==> config.mk <==
export PLATFORM = sky130hd
export DESIGN_NAME = edge_period_meter
export DESIGN_NICKNAME = d
export VERILOG_FILES = /design/src/rtl/edge_period_meter_pkg.sv /design/src/rtl/edge_period_meter.sv
export SDC_FILE = /design/constraint.sdc
export NUM_CORES = 1
export LEC_CHECK = 0
export BUFFER_PORTS_ARGS = -buffer_cell sky130_fd_sc_hd__buf_2
export CORE_MARGIN = 8
export CORE_UTILIZATION = 51
export CTS_BUF_LIST = sky130_fd_sc_hd__clkbuf_16
export CTS_CLUSTER_DIAMETER = 150
export DETAILED_ROUTE_END_ITERATION = 8
export GPL_ROUTABILITY_DRIVEN = 0
export GPL_TIMING_DRIVEN = 1
export PLACE_DENSITY_LB_ADDON = 0.2
export SETUP_SLACK_MARGIN = 0.05
export SYNTH_ARGS = -nofsm -noshare
export SYNTH_HDL_FRONTEND = slang
export SYNTH_SLANG_ARGS = --single-unit
==> constraint.sdc <==
create_clock -name Clock -period 1.9 [get_ports Clock]
set_input_delay 0.38 -clock Clock [delete_from_list [all_inputs] [get_ports Clock]]
set_output_delay 0.38 -clock Clock [all_outputs]
set_load 0.005 [all_outputs]
==> src/rtl/edge_period_meter_pkg.sv <==
// Shared definitions for the edge period meter: state encoding and default counter width.
package edge_period_meter_pkg;

    localparam int CWIDTH_DEF = 16;

    typedef enum logic {
        IDLE    = 1'b0,
        MEASURE = 1'b1
    } state_t;

endpackage

==> src/rtl/edge_period_meter.sv <==
// Measures spacing between single-cycle edge pulses in enabled clock cycles and
// hands each result out through a valid/ready output register.
module edge_period_meter
    import edge_period_meter_pkg::*;
#(
    parameter int CWIDTH = CWIDTH_DEF
) (
    input  logic              Clock,
    input  logic              Reset,
    input  logic              Enable,
    input  logic              Edge,
    input  logic              Clear,
    output logic [CWIDTH-1:0] Period,
    output logic              Valid,
    input  logic              Ready,
    output logic              Timeout,
    output logic              Overrun
);

    localparam logic [CWIDTH-1:0] CMAX = '1;
    localparam logic [CWIDTH-1:0] ONE  = {{(CWIDTH-1){1'b0}}, 1'b1};

    state_t            state, state_nx;
    logic [CWIDTH-1:0] count, count_nx;
    logic [CWIDTH-1:0] result;
    logic              res_vld;
    logic              tmo_nx;
    logic              ovr_evt;

    always_comb begin
        state_nx = state;
        count_nx = count;
        result   = count + ONE;
        res_vld  = 1'b0;
        tmo_nx   = 1'b0;
        if (Enable) begin
            case (state)
                IDLE: begin
                    if (Edge) begin
                        state_nx = MEASURE;
                        count_nx = '0;
                    end
                end
                MEASURE: begin
                    // A saturated counter always times out; a coincident edge restarts measurement.
                    if (count == CMAX) begin
                        tmo_nx   = 1'b1;
                        count_nx = '0;
                        state_nx = Edge ? MEASURE : IDLE;
                    end else if (Edge) begin
                        res_vld  = 1'b1;
                        count_nx = '0;
                    end else begin
                        count_nx = count + ONE;
                    end
                end
                default: state_nx = IDLE;
            endcase
        end
    end

    assign ovr_evt = res_vld & Valid & ~Ready;

    always_ff @(posedge Clock or negedge Reset) begin
        if (!Reset) begin
            state   <= IDLE;
            count   <= '0;
            Timeout <= 1'b0;
        end else begin
            state   <= state_nx;
            count   <= count_nx;
            Timeout <= tmo_nx;
        end
    end

    // Output register: a new result is only accepted when the slot is empty or being drained.
    always_ff @(posedge Clock or negedge Reset) begin
        if (!Reset) begin
            Period  <= '0;
            Valid   <= 1'b0;
            Overrun <= 1'b0;
        end else begin
            if (res_vld && (!Valid || Ready)) begin
                Period <= result;
                Valid  <= 1'b1;
            end else if (Valid && Ready) begin
                Valid  <= 1'b0;
            end
            if (ovr_evt) begin
                Overrun <= 1'b1;
            end else if (Clear) begin
                Overrun <= 1'b0;
            end
        end
    end

endmodule
==> results.json, run 1 <==
{
  "worstPathRequired_ns": 2.07,
  "portBuffers": 24,
  "vdd.ir_drop.worst_v": 0.0006871,
  "ant_nets": 0,
  "antenna_found_initial": 0,
  "grt_max_degree": 37,
  "die_y_um": 77.21,
  "status": "complete, no violations",
  "syn_nets": 185,
  "regToRegSetupSlack_ns": 0.08,
  "insertion_delay_ns": 0.28,
  "fillers": 291,
  "h-tree-depth": 2,
  "pre_cts_ws_ns": 0.06224,
  "p_per_area_nw_per_um2": 715.7,
  "grt_pass1_vias": 1635,
  "drtPass1Iterations": 4,
  "grt_pass1_wl_um": 7969,
  "min_period_over_period_pct": 95.88,
  "fin_util_pct": 69.18,
  "io_pins": 25,
  "vias": 1620,
  "timing.final.crit_period_ns": 1.822,
  "initialDrtViolationCount": 139,
  "drc": 0,
  "place_area_um2": 2280,
  "track_usage_pct": 16.52,
  "rsz0062_at_grt": "yes",
  "ctsHoldBuffers": 0,
  "vias_per_cell": 5.870,
  "critPathLaunchType": "flip-flop",
  "holdWs_ns": 0.05516,
  "max_freq_mhz": 548.9,
  "cts-buffers-inserted": 5,
  "layout.nets": 235,
  "worst_clock_skew_ns": 0.005231,
  "drive_above_1_share_pct": 38.16,
  "crit_fanout": 5,
  "final_area_um2": 2514,
  "path_class": "flip-flop to flip-flop",
  "netlist_area_um2": 1911,
  "ys_ff_latch": 36,
  "timing.rr.end": "Period[13]",
  "yosysWarnings": 0,
  "worst_slack_ns": 0.07824,
  "floorplan.rows": 22,
  "cts.sinks": 36,
  "avgSynthCellArea_um2": 10.73,
  "finalSetupViolCount": 0,
  "wirelength_um": 4846,
  "initial_core_util_pct": 52.58,
  "synthFlopType": "dfrtp_1",
  "dp_cells": 265,
  "routedWlPerCell_um": 17.56,
  "cts_tree": "done",
  "diodes": 0,
  "synth_edf_count": 0,
  "hold_viol_final": 0,
  "r2r-start": "count[12]",
  "syn_inst": 178,
  "ctsLongestPathBuffers": 2,
  "async_flop_share_pct": 100.0,
  "slew_headroom_pct": 75.63,
  "synthToLayoutAreaGrowth_pct": 31.57,
  "p_leak_nw": 1.217,
  "coreArea_um2": 3633,
  "cp.arrival_ns": 1.99,
  "r2r_cells": 4,
  "dpl.hpwl_um": 3309,
  "end_kind": "flip-flop",
  "ys_seq_area_share_pct": 47.15,
  "min_path_type": "primary input to async pin",
  "slew_viol_final": 0,
  "cts-root-buf": "clkbuf_16",
  "path_clk_slew_ns": 0.05,
  "die_width_um": 77.21,
  "final_cell_count_no_fill": 276,
  "tightestPinTransition_ns": 0.3622,
  "die-area_um2": 5961,
  "overflow": 0,
  "drv_cap": 0,
  "yosysUniqueCellTypes": 42
}
[cells in the final DEF, fill, tap and decap left out, types with 2 or more instances in the layout]
cell and n:
buf_12 2, a21o_1 3, nor4_1 7, o31ai_1 2
or4_1 2, nor3_1 2, nand3_1 8, buf_4 28
inv_1 7, o21ai_0 3, dfrtp_1 35, mux2_4 15
clkinv_1 2, nand4_1 7, xor2_1 6, nor2_1 4
a31oi_1 11, o21ai_1 4, o21bai_1 2, xnor2_1 8
nand2_1 10, a31oi_2 4, or3_1 5, buf_2 24
clkbuf_16 5
[worst max-delay path, cell delays in order (launching register included)]
cell and delay [ns]:
dfrtp_1 0.38, nand4_1 0.27, or4_1 0.64, xnor2_1 0.16, mux2_4 0.25
[timing repair]
action | in CTS | in global routing
endpoints found under the setup margin | 0 | 27
gates resized for setup | 0 | 16
setup buffers | 0 | 4
[sequential cells by signal (all words and copies together) (netlist names)]
signal,flops
Valid,1
state,1
Period,16
count,16
Timeout,1
Overrun,1
[per-layer routing]
layer	wire (um)	track usage (%)	share of wire (%)
met5	0	0	0
met1	2068	19.87	43
met4	115	7.547	2.4
met3	319	5.478	6.6
met2	2343	26.03	48
[Yosys cell counts, types with 2 or more instances]
library cell	count	area [um^2]
dfrtp_1	36	900.9
a31oi_1	15	93.84
nand2_1	10	37.54
mux2_4	9	135.1
clkbuf_1	8	30.03
nand3_1	8	40.04
xnor2_1	8	70.07
inv_1	7	26.28
nand4_1	7	43.79
nor4_1	7	43.79
mux2_1	6	67.56
xor2_1	6	52.55
or3_1	5	31.28
nor2_1	4	15.01
o21ai_1	4	20.02
a21o_1	3	22.52
buf_2	3	15.01
o21ai_0	3	15.01
or4_1	3	22.52
nor3_1	2	10.01
o21bai_1	2	15.01
o31ai_1	2	15.01
[metrics by stage]
step           total power (W)  TNS [ns]
2_1_floorplan        0.0009326   -0.4804
3_3_place_gp          0.001025         0
3_5_place_dp          0.001032         0
4_1_cts               0.001782         0
5_1_grt               0.001869         0
6_report              0.001799         0
[how the worst max path moves through the flow]
stage                         start          to  slack [ns]
final                     count[12]  Period[13]        0.08
after global routing       count[1]   Period[5]       0.003
after CTS                  count[1]   Period[5]        0.05
after detailed placement   count[1]   Period[5]        0.06
after global placement     count[1]   Period[5]        0.10
after floorplan            count[0]  Period[10]       -0.05
[area by class of cell]
type / count / area, um^2 / area share, %
clock inverters: 2 / 7.507 / 0.2987
repair buffers: 56 / 396.6 / 15.78
multi-input cells: 122 / 996.0 / 39.62
clock buffers: 5 / 125.1 / 4.978
well taps: 48 / 60.06 / 2.389
flip-flops and latches: 36 / 902.1 / 35.89
inverters: 7 / 26.28 / 1.045
[kinds of logic (layout without fill, tap and decap cells)]
logic type	count (synthesis)	count (layout)	synth area share (%)
XOR/XNOR	14	14	6.418
adder cells (fa/ha/maj)	1	1	0.6548
AO/OA/AOI/OAI	37	37	12.77
AND/OR/NAND/NOR	54	54	17.16
flip-flops	36	36	47.15
multiplexers	16	16	11.13
buffers and inverters	20	70	4.715
[power by group]
group	leakage [nW]	total (W)	switching [W]	internal, W
Clock	0.0648	0.000758	0.000289	0.000468
Sequential	0.485	0.000826	0.0000249	0.000802
Combinational	0.667	0.000215	0.000105	0.000110
(Power assumes the default switching activity.)
==> run 2: changes to the inputs <==
--- a/config.mk
+++ b/config.mk
@@ -6,6 +6,7 @@
 export NUM_CORES = 1
 export LEC_CHECK = 0
 export BUFFER_PORTS_ARGS = -buffer_cell sky130_fd_sc_hd__buf_2
+export CORE_ASPECT_RATIO = 0.9
 export CORE_MARGIN = 8
 export CORE_UTILIZATION = 51
 export CTS_BUF_LIST = sky130_fd_sc_hd__clkbuf_16
==> run 2 against run 1 <==
- final cell count grew 0.36%
- largest cell class unchanged
- die area barely moved
- clock skew up 0.0015 ns
- sequential power barely moved
- via count up 1.9%
- count of clock-buffer cells in the layout stayed put
==> results.json, run 2 (same netlist as run 1, synthesis figures left out) <==
{
  "p_leak_nw": 1.226,
  "cts.sinks": 36,
  "fillers": 269,
  "die_y_um": 74.07,
  "min_path_type": "primary input to flip-flop",
  "wirelength_um": 4929,
  "hold_viol_final": 0,
  "path_class": "flip-flop to flip-flop",
  "synthToLayoutAreaGrowth_pct": 31.04,
  "cts-root-buf": "clkbuf_16",
  "portBuffers": 24,
  "insertion_delay_ns": 0.28,
  "switching_share_pct": 24.32,
  "rsz0062_at_grt": "yes",
  "end_kind": "flip-flop",
  "p_per_area_nw_per_um2": 730.7,
  "max_freq_mhz": 543.5,
  "grt_max_degree": 36,
  "final_cell_count_no_fill": 277,
  "holdWs_ns": 0.2825,
  "vias_per_cell": 5.957,
  "multi_input_area_um2": 977.2,
  "initialDrtViolationCount": 202,
  "floorplan.rows": 21,
  "overflow": 0,
  "vias": 1650,
  "io_pins": 25,
  "crit_family": "simple AND/OR/NAND/NOR gates",
  "layout.nets": 237,
  "die-area_um2": 5963,
  "cts-buffers-inserted": 5,
  "coreArea_um2": 3652,
  "routedWlPerCell_um": 17.79,
  "cp.arrival_ns": 2.01,
  "cts_tree": "done",
  "worstPathRequired_ns": 2.07,
  "crit_chain": "ha_2 -> nand4_1 -> nor4_4 -> nor4bb_4 -> buf_6 -> mux2_4",
  "initial_core_util_pct": 52.31,
  "crit_fanout": 9,
  "path_buf_inv": 1,
  "ctsLongestPathBuffers": 2,
  "path_clk_slew_ns": 0.06,
  "drc": 0,
  "grt_pass1_vias": 1628,
  "finalSetupViolCount": 0,
  "tightestPinTransition_ns": 0.4881,
  "antenna_found_initial": 0,
  "dpl.hpwl_um": 3246,
  "critPathLaunchType": "flip-flop",
  "status": "complete, no violations",
  "critPathMaxStageDelay_ns": 0.40,
  "ant_nets": 0,
  "slew_headroom_pct": 67.36,
  "top_regs": "Period (16), count (16)",
  "final_common_cell": "dfrtp_1",
  "crit_slowest_cell": "dfrtp_1",
  "switchingPower_w": 0.0004450,
  "slew_viol_final": 0,
  "timing.final.crit_period_ns": 1.840,
  "h-tree-depth": 2,
  "die_width_um": 80.52,
  "pre_cts_ws_ns": 0.03901,
  "worst_clock_skew_ns": 0.006756,
  "drive_above_1_share_pct": 37.66,
  "grt_pass1_wl_um": 7776,
  "combPwrFrac_pct": 11.7,
  "vdd.ir_drop.worst_v": 0.0007371,
  "p_int_w": 0.001385,
  "diodes": 0,
  "p_seq_share_pct": 45.0,
  "power_frac_clock_pct": 43.3,
  "drtPass1Iterations": 4,
  "drv_cap": 0,
  "register_area_um2": 902.1,
  "min_period_over_period_pct": 96.84,
  "dp_cells": 262,
  "track_usage_pct": 17.07,
  "worst_slack_ns": 0.06009,
  "layout_common_cells": "dfrtp_1 (35), buf_4 (29), buf_2 (24)"
}
-- run 2: final timing paths --
kind	slack [ns]	depth (start not counted)	from	to
max in group asynchronous	1.10	3	Reset	count[4]
min in group asynchronous	0.41	2	Reset	count[8]
hold / removal	0.28	2	Clear	Overrun
setup reg to reg	0.06	6	count[1]	Period[14]
setup / recovery	0.06	6	count[1]	Period[14]
hold reg to reg	0.51	1	Period[3]	Period[3]
-- run 2: timing repair --
item / 4_1_cts / 5_1_grt
endpoints found under the hold margin: 1 / 0
gates resized for setup: 0 / 13
hold buffers: 1 / 0
cloned: 0 / 0
pin swaps: 0 / 3
endpoints found under the setup margin: 10 / 28
buffers inserted: 0 / 6
-- run 2: layout make-up --
class	instances	area share (%)
Multi-Input combinational cell	122	39.03
Sequential cell	36	36.03
Timing Repair Buffer	58	16.04
Clock buffer	5	4.998
Tap cell	46	2.299
Inverter	7	1.049
Clock inverter	3	0.5497
-- run 2: power by group through the flow --
| stage | combinational [W] | clock (W) | sequential [W] |
|---|---|---|---|
| final | 0.000215 | 0.000791 | 0.000824 |
| after CTS | 0.000191 | 0.000796 | 0.000824 |
| after global routing | 0.000236 | 0.000831 | 0.000827 |
| after detailed placement | 0.000189 | 0 | 0.000836 |
| after floorplan | 0.0000924 | 0 | 0.000840 |
| after global placement | 0.000183 | 0 | 0.000834 |
-- run 2: worst reg2reg max path, stage by stage, from the launching register on --
cell and delay [ns]:
dfrtp_1 0.40, ha_2 0.20, nand4_1 0.16, nor4_4 0.07
nor4bb_4 0.35, buf_6 0.23, mux2_4 0.31
-- run 2: metal layers --
metal,up-vias,global-route usage [%],wire length [um]
met5,-,0,0
met4,0,6.250,65
met3,6,6.159,292
met2,52,26.69,2389
met1,829,21.08,2181
li1,763,-,-
-- run 2: per-stage QoR --
| stage | setup TNS, ns | cell area (um^2) | power (W) | utilization [%] |
|---|---|---|---|---|
| 2_1_floorplan | -0.4804 | 1924 | 0.0009326 | - |
| 3_3_place_gp | 0 | 2257 | 0.001017 | 61.80 |
| 3_5_place_dp | 0 | 2257 | 0.001025 | 61.80 |
| 4_1_cts | 0 | 2406 | 0.001811 | 65.88 |
| 5_1_grt | -0.1059 | 2504 | 0.001894 | 68.55 |
| 6_report | 0 | 2504 | 0.001830 | 68.55 |
